## config.mk

```make
export PLATFORM = sky130hd
export DESIGN_NAME = mem_access_controller_flat
export DESIGN_NICKNAME = d
export VERILOG_FILES = /design/src/rtl/mem_access_controller_pkg.sv /design/src/rtl/mem_access_controller_if.sv /design/src/rtl/mem_access_controller_timer.sv /design/src/rtl/mem_access_controller.sv /design/src/flat_wrapper.sv
export SDC_FILE = /design/constraint.sdc
export NUM_CORES = 1
export LEC_CHECK = 0
export CELL_PAD_IN_SITES_DETAIL_PLACEMENT = 0
export CELL_PAD_IN_SITES_GLOBAL_PLACEMENT = 1
export CORE_MARGIN = 2
export CORE_UTILIZATION = 25
export DETAILED_ROUTE_END_ITERATION = 8
export DONT_BUFFER_PORTS = 1
export PLACE_DENSITY = 0.51
export SETUP_SLACK_MARGIN = 0.15
export SKIP_LAST_GASP = 1
export SYNTH_ARGS = -nofsm -noshare
export SYNTH_HDL_FRONTEND = slang
export SYNTH_SLANG_ARGS = --single-unit
```

## constraint.sdc

```tcl
create_clock -name clk -period 3.69 [get_ports clk]
set_clock_uncertainty 0.2 [all_clocks]
set_input_delay 0.5535 -clock clk [delete_from_list [all_inputs] [get_ports clk]]
set_output_delay 0.5535 -clock clk [all_outputs]
set_load 0.03 [all_outputs]
```

## src/rtl/mem_access_controller_pkg.sv

```systemverilog
// Shared types and helpers for the memory access sequencer.
// Holds state encoding, access size codes, timeout default and alignment check.
package mem_access_pkg;

    localparam int TIMEOUT_DEF = 15;

    typedef enum logic [2:0] {
        ST_IDLE = 3'd0,
        ST_WAIT = 3'd1,
        ST_REL  = 3'd2,
        ST_DONE = 3'd3,
        ST_ERR  = 3'd4
    } state_t;

    localparam logic [1:0] SZ_BYTE = 2'd0;
    localparam logic [1:0] SZ_HALF = 2'd1;
    localparam logic [1:0] SZ_WORD = 2'd2;

    // Size 3 has no meaning and is never aligned.
    function automatic logic is_aligned(
        input logic [1:0] size,
        input logic [8:0] addr
    );
        logic ok;
        ok = 1'b0;
        unique case (1'b1)
            (size == SZ_BYTE): ok = 1'b1;
            (size == SZ_HALF): ok = ~addr[0];
            (size == SZ_WORD): ok = (addr[1:0] == 2'b00);
            default:           ok = 1'b0;
        endcase
        return ok;
    endfunction

endpackage

```

## src/rtl/mem_access_controller_if.sv

```systemverilog
// Control-unit and RAM-side signal bundle of the memory access sequencer.
// slave: the sequencer; master: control unit plus RAM driving the other side.
interface mem_access_controller_if;

    logic        req;
    logic        rw;
    logic [1:0]  size;
    logic        sgn;
    logic [8:0]  addr;
    logic [31:0] wdata;
    logic        busy;
    logic        done;
    logic        err;
    logic [31:0] rdata;

    logic        ram_enable;
    logic        ram_rw;
    logic        ram_sig;
    logic [1:0]  ram_len;
    logic [8:0]  ram_addr;
    logic [31:0] ram_din;
    logic [31:0] ram_dout;
    logic        ram_mfc;

    modport slave (
        input  req, rw, size, sgn, addr, wdata,
        input  ram_dout, ram_mfc,
        output busy, done, err, rdata,
        output ram_enable, ram_rw, ram_sig,
        output ram_len, ram_addr, ram_din
    );

    modport master (
        output req, rw, size, sgn, addr, wdata,
        output ram_dout, ram_mfc,
        input  busy, done, err, rdata,
        input  ram_enable, ram_rw, ram_sig,
        input  ram_len, ram_addr, ram_din
    );

endinterface

```

## src/rtl/mem_access_controller_timer.sv

```systemverilog
// Handshake phase timer shared by the WAIT and REL phases.
// Ports: clk, reset, clr, inc in; expired out (next inc reaches TIMEOUT).
module mem_access_timer #(
    parameter int TIMEOUT = 15
) (
    input  logic clk,
    input  logic reset,
    input  logic clr,
    input  logic inc,
    output logic expired
);

    localparam int CW = $clog2(TIMEOUT + 1);

    logic [CW-1:0] cnt;

    always_ff @(posedge clk or posedge reset) begin
        if (reset) begin
            cnt <= '0;
        end else if (clr) begin
            cnt <= '0;
        end else if (inc) begin
            cnt <= cnt + 1'b1;
        end
    end

    // Looking one step ahead makes the abort land on the
    // TIMEOUT-th edge without the awaited mfc level.
    assign expired = (cnt == CW'(TIMEOUT - 1));

endmodule

```

## src/rtl/mem_access_controller.sv

```systemverilog
// Load/store sequencer between the control unit and the 512-byte RAM.
// Ports: clk, reset, bus (slave): request in, status/rdata out, RAM drive.
module mem_access_controller
    import mem_access_pkg::*;
#(
    parameter int TIMEOUT = TIMEOUT_DEF
) (
    input  logic                    clk,
    input  logic                    reset,
    mem_access_controller_if.slave  bus
);

    state_t state;
    state_t state_nx;

    logic legal;
    logic accept;
    logic take_rd;
    logic t_clr;
    logic t_inc;
    logic t_exp;

    mem_access_timer #(
        .TIMEOUT (TIMEOUT)
    ) u_timer (
        .clk     (clk),
        .reset   (reset),
        .clr     (t_clr),
        .inc     (t_inc),
        .expired (t_exp)
    );

    always_comb begin
        state_nx = state;
        accept   = 1'b0;
        take_rd  = 1'b0;
        t_clr    = 1'b0;
        t_inc    = 1'b0;
        legal    = is_aligned(bus.size, bus.addr);
        unique case (state)
            ST_IDLE: begin
                t_clr = 1'b1;
                if (bus.req) begin
                    if (legal) begin
                        accept   = 1'b1;
                        state_nx = ST_WAIT;
                    end else begin
                        state_nx = ST_ERR;
                    end
                end
            end
            ST_WAIT: begin
                if (bus.ram_mfc) begin
                    take_rd  = bus.ram_rw;
                    t_clr    = 1'b1;
                    state_nx = ST_REL;
                end else begin
                    t_inc = 1'b1;
                    if (t_exp) begin
                        state_nx = ST_ERR;
                    end
                end
            end
            ST_REL: begin
                if (!bus.ram_mfc) begin
                    t_clr    = 1'b1;
                    state_nx = ST_DONE;
                end else begin
                    t_inc = 1'b1;
                    if (t_exp) begin
                        state_nx = ST_ERR;
                    end
                end
            end
            ST_DONE, ST_ERR: begin
                t_clr    = 1'b1;
                state_nx = ST_IDLE;
            end
            default: begin
                t_clr    = 1'b1;
                state_nx = ST_IDLE;
            end
        endcase
    end

    // Status outputs are registered from the next state so they
    // line up exactly with the state they describe.
    always_ff @(posedge clk or posedge reset) begin
        if (reset) begin
            state          <= ST_IDLE;
            bus.busy       <= 1'b0;
            bus.done       <= 1'b0;
            bus.err        <= 1'b0;
            bus.ram_enable <= 1'b0;
        end else begin
            state          <= state_nx;
            bus.busy       <= (state_nx != ST_IDLE);
            bus.done       <= (state_nx == ST_DONE) ||
                              (state_nx == ST_ERR);
            bus.err        <= (state_nx == ST_ERR);
            bus.ram_enable <= (state_nx == ST_WAIT);
        end
    end

    // RAM-side request registers hold until the next acceptance.
    always_ff @(posedge clk or posedge reset) begin
        if (reset) begin
            bus.ram_rw   <= 1'b0;
            bus.ram_sig  <= 1'b0;
            bus.ram_len  <= 2'd0;
            bus.ram_addr <= 9'd0;
            bus.ram_din  <= 32'd0;
        end else if (accept) begin
            bus.ram_rw   <= bus.rw;
            bus.ram_sig  <= bus.sgn;
            bus.ram_len  <= bus.size;
            bus.ram_addr <= bus.addr;
            bus.ram_din  <= bus.wdata;
        end
    end

    always_ff @(posedge clk or posedge reset) begin
        if (reset) begin
            bus.rdata <= 32'd0;
        end else if (take_rd) begin
            bus.rdata <= bus.ram_dout;
        end
    end

endmodule

```

## src/flat_wrapper.sv

```systemverilog
// flat-port wrapper written by rule: the top's interface ports become plain ports
module mem_access_controller_flat import mem_access_pkg::*;
#(
    parameter int TIMEOUT = TIMEOUT_DEF
)
  (clk, reset, bus_req, bus_rw, bus_size, bus_sgn, bus_addr, bus_wdata, bus_ram_dout, bus_ram_mfc, bus_busy, bus_done, bus_err, bus_rdata, bus_ram_enable, bus_ram_rw, bus_ram_sig, bus_ram_len, bus_ram_addr, bus_ram_din);
  mem_access_controller_if bus_i ();
  input  logic clk;
  input  logic reset;
  input wire logic [$bits(bus_i.req)-1:0] bus_req;
  input wire logic [$bits(bus_i.rw)-1:0] bus_rw;
  input wire logic [$bits(bus_i.size)-1:0] bus_size;
  input wire logic [$bits(bus_i.sgn)-1:0] bus_sgn;
  input wire logic [$bits(bus_i.addr)-1:0] bus_addr;
  input wire logic [$bits(bus_i.wdata)-1:0] bus_wdata;
  input wire logic [$bits(bus_i.ram_dout)-1:0] bus_ram_dout;
  input wire logic [$bits(bus_i.ram_mfc)-1:0] bus_ram_mfc;
  output wire logic [$bits(bus_i.busy)-1:0] bus_busy;
  output wire logic [$bits(bus_i.done)-1:0] bus_done;
  output wire logic [$bits(bus_i.err)-1:0] bus_err;
  output wire logic [$bits(bus_i.rdata)-1:0] bus_rdata;
  output wire logic [$bits(bus_i.ram_enable)-1:0] bus_ram_enable;
  output wire logic [$bits(bus_i.ram_rw)-1:0] bus_ram_rw;
  output wire logic [$bits(bus_i.ram_sig)-1:0] bus_ram_sig;
  output wire logic [$bits(bus_i.ram_len)-1:0] bus_ram_len;
  output wire logic [$bits(bus_i.ram_addr)-1:0] bus_ram_addr;
  output wire logic [$bits(bus_i.ram_din)-1:0] bus_ram_din;
  assign bus_i.req = bus_req;
  assign bus_i.rw = bus_rw;
  assign bus_i.size = bus_size;
  assign bus_i.sgn = bus_sgn;
  assign bus_i.addr = bus_addr;
  assign bus_i.wdata = bus_wdata;
  assign bus_i.ram_dout = bus_ram_dout;
  assign bus_i.ram_mfc = bus_ram_mfc;
  assign bus_busy = bus_i.busy;
  assign bus_done = bus_i.done;
  assign bus_err = bus_i.err;
  assign bus_rdata = bus_i.rdata;
  assign bus_ram_enable = bus_i.ram_enable;
  assign bus_ram_rw = bus_i.ram_rw;
  assign bus_ram_sig = bus_i.ram_sig;
  assign bus_ram_len = bus_i.ram_len;
  assign bus_ram_addr = bus_i.ram_addr;
  assign bus_ram_din = bus_i.ram_din;
  mem_access_controller #(.TIMEOUT(TIMEOUT)) u_core (.clk(clk), .reset(reset), .bus(bus_i));
endmodule
```

==> summary.md <==
| Metric | Value |
|---|---|
| Clock Latency Late Sink | between 0.3 and 0.4 ns |
| Psw | roughly 1.8 mW |
| Crit start category | flop |
| Internal power | 2.37 mW |
| Kind of critical path | reg2reg |
| Worst vdd ir | 0.000347 V |
| Arrival time at the worst endpoint | between 2 and 2.5 ns |
| Crit-path max FO | 32 |
| Post-synth top area cell | dfrtp_1 |
| Synth Area in XOR/XNOR | 0.00501 |
| Most common cell after layout, fill and taps aside | dfrtp_1 |
| Post-Route WL | 7100 um |
| Clk network pwr share | 0.190 |
| Most frequent cells in the layout | dfrtp_1, mux2_2, mux2_4 |
| DR vias | 1745 |
| Initial DRC count | 53 |
| Fillcell total | about 1400 |
| Post-synth cell types | 27 |
| Die ar. | 15000 sq um |
| Crit path capture type | flop |
| Gr ovfl total | 0 |
| Vias in the first global route | 1835 |
| Syn_nets | a little under 300 |
| First-pass DRT Iterations | 4 |
| I/O pin count | between 150 and 200 |
| Antenna Cells | 0 |
| Site row count | 43 |
| Synth warnings | 0 |
| Die width | 122 um |
| Flops & latches, synth | 88 |
| Yosys top cell area share | 0.629 |
| TritonCTS Buffers | 9 |
| Clock Sinks | 88 |
| Switching share of power | 0.437 |
| Compound-Gate Fraction of Synth Area | 0.0207 |
| Main combinational cell family by area after synthesis | multiplexers |
| Fin nets | 302 |
| Largest net degree at the start of global routing | 35 |
| Die height | 122 um |
| Global-route usage over all layers | 0.0956 |
| Final GP Congestion | 0.720 |
| Post-CTS setup buffer count | 0 |
| RSZ-0062 raised after global routing | no |
| Initial Util | 0.254 |
| CTS clk-pin slew, worst paths | 0.06 ns |
| Slew Viols, Final | 0 |
| Clock root cell | clkbuf_16 |
| Area growth syn-to-layout | 13.1% |
| Relative slew slack | 0.440 |
| Critical path required time | 3.70 ns |
| Share of cells above drive strength 1 | 0.448 |
| H-tree levels | 3 |
| Post-Synth Adder-Cell Area | 0.00715 |
| DRC viols | 0 |
| Post-Syn Instances | about 210 |
| Worst Max-Slew Pin Slew | 0.840 ns |
| PortBufs | 0 |
| Hold WC Path Type | in2reg |
| Post-Synth Simple-Gate Area | 0.0358 |
| Pwr per Cell Area | 1060 nW/um^2 |
| Fin crit period | 2.27 ns |
| Final hold violation count | 0 |
| DR vias/cell | around 4.3 |
| Leak | 1.79 nW |
| Seq/Total Area, Yosys | 0.629 |
| Sequential cell fraction of total power | 0.631 |
| Final setup TNS | 0 ns |
| Clk buf depth | 2 |
| Worst Hold Slack | 0.110 ns |
| Initial antenna violation count | 0 |
| Setup Viol. Count Final | 0 |
| Fin crit share | 0.615 |
| Fin util | 0.287 |
| DP HPWL | 5020 um |
| Synthesized area per cell | between 15 and 20 sq um |
| Gate power share | 0.179 |
| Synth area leaders | dfrtp_1, mux2_2, mux2_4, buf_6, ha_1 |
| Max Cap Viol | 0 |
| Post-route ant nets | 0 |
| Fmax | 0.441 GHz |
| Core box area | 13800 sq um |
| Status | complete, no violations |
| CTS tree | built |
| Post-DR wirelength/cell | 17.6 um |
| Syn Std Cell Area | between 3000 and 4000 sq um |
| First-pass GRT wire length | between 10000 and 15000 um |
| Mux cell area share after synthesis | 0.278 |
-- metrics by stage --
stage	power (mW)	instance area [sq um]	instances	worst slack, ns
final	4.21	3960	403	1.42
after global routing	4.43	3960	403	1.24
after CTS	4.29	3960	403	1.36
after detailed placement	3.46	3690	387	1.33
after global placement	3.43	3690	387	1.37
after floorplan	3.25	3500	211	0.658
-- final cells by class --
cell class	count	area, sq um	share of cell area
repair buffers	5	40.0	0.0101
flip-flops and latches	88	2200	0.557
inverters	3	13.8	0.00348
multi-input cells	112	1220	0.308
clock buffers	11	233	0.0588
clock inverters	4	22.5	0.00569
well taps	180	225	0.0569
-- logic make-up (layout without fill, tap and decap cells) --
kind of cell    after synthesis  in the layout
fa+ha+maj                     2              2
compound gates               11             11
mux                          77             77
xor+xnor                      2              2
flops                        88             88
simple gates                 20             20
buf+inv                      11             23
-- power by group through the flow --
stage | combinational, mW | sequential (mW) | clock [mW]
floorplan | 0.689 | 2.56 | 0
global placement | 0.738 | 2.69 | 0
detailed placement | 0.767 | 2.69 | 0
CTS | 0.773 | 2.67 | 0.844
global route | 0.826 | 2.72 | 0.885
finish | 0.753 | 2.66 | 0.799
-- cells in the mapped netlist, drive strengths merged --
master  count
dfrtp      88
xnor2       1
mux2       77
and2b       1
inv         3
o31ai       1
buf         8
nor2b       2
nor4b       1
nor2        6
nor3        2
or3b        1
o21ai       3
a21oi       3
a211oi      1
a22oi       2
nand4       1
xor2        1
nand3       4
ha          2
nand2       2
o311ai      1
-- worst max-delay path: stages (launching register included) --
cell and delay, ns:
dfrtp_1 0.43, and2b_2 0.29, nand3_2 0.64, mux2_2 0.55
-- per-layer routing --
layer,routed length (um),vias to the layer above,GRT usage
met3,695,13,0.0474
met5,0,-,0
met1,2630,893,0.102
li1,-,755,-
met4,148,0,0.0474
met2,3630,84,0.157
-- repair_timing --
item	in CTS	in global routing
hold buffers	1	0
gates resized for setup	0	0
hold endpoints to repair	32	0
-- final timing paths --
| check | from | to | slack, ns | depth (start not counted) |
|---|---|---|---|---|
| worst max-delay path | u_core.state[1]$_DFF_PP0_ | u_core.bus.rdata[12]$_DFFE_PP0P_ | 1.42 | 3 |
| worst min-delay path | bus_ram_mfc | u_core.state[0]$_DFF_PP0_ | 0.11 | 1 |
| worst max register to register | u_core.state[1]$_DFF_PP0_ | u_core.bus.rdata[12]$_DFFE_PP0P_ | 1.42 | 3 |
| worst min register to register | u_core.u_timer.cnt[0]$_DFFE_PP0P_ | u_core.u_timer.cnt[0]$_DFFE_PP0P_ | 0.29 | 1 |
| max in group asynchronous | reset | u_core.bus.rdata[6]$_DFFE_PP0P_ | 1.95 | 3 |
| min in group asynchronous | reset | u_core.bus.rdata[8]$_DFFE_PP0P_ | 0.51 | 2 |
-- registers in the layout, summed over array words and instances, names as in the netlist, 2 cells and up --
signal,flops
u_core.bus.ram_din,32
u_core.bus.ram_len,2
u_core.state,3
u_core.bus.rdata,32
u_core.u_timer.cnt,4
u_core.bus.ram_addr,9
No activity file was read; power rests on OpenSTA's default activity.
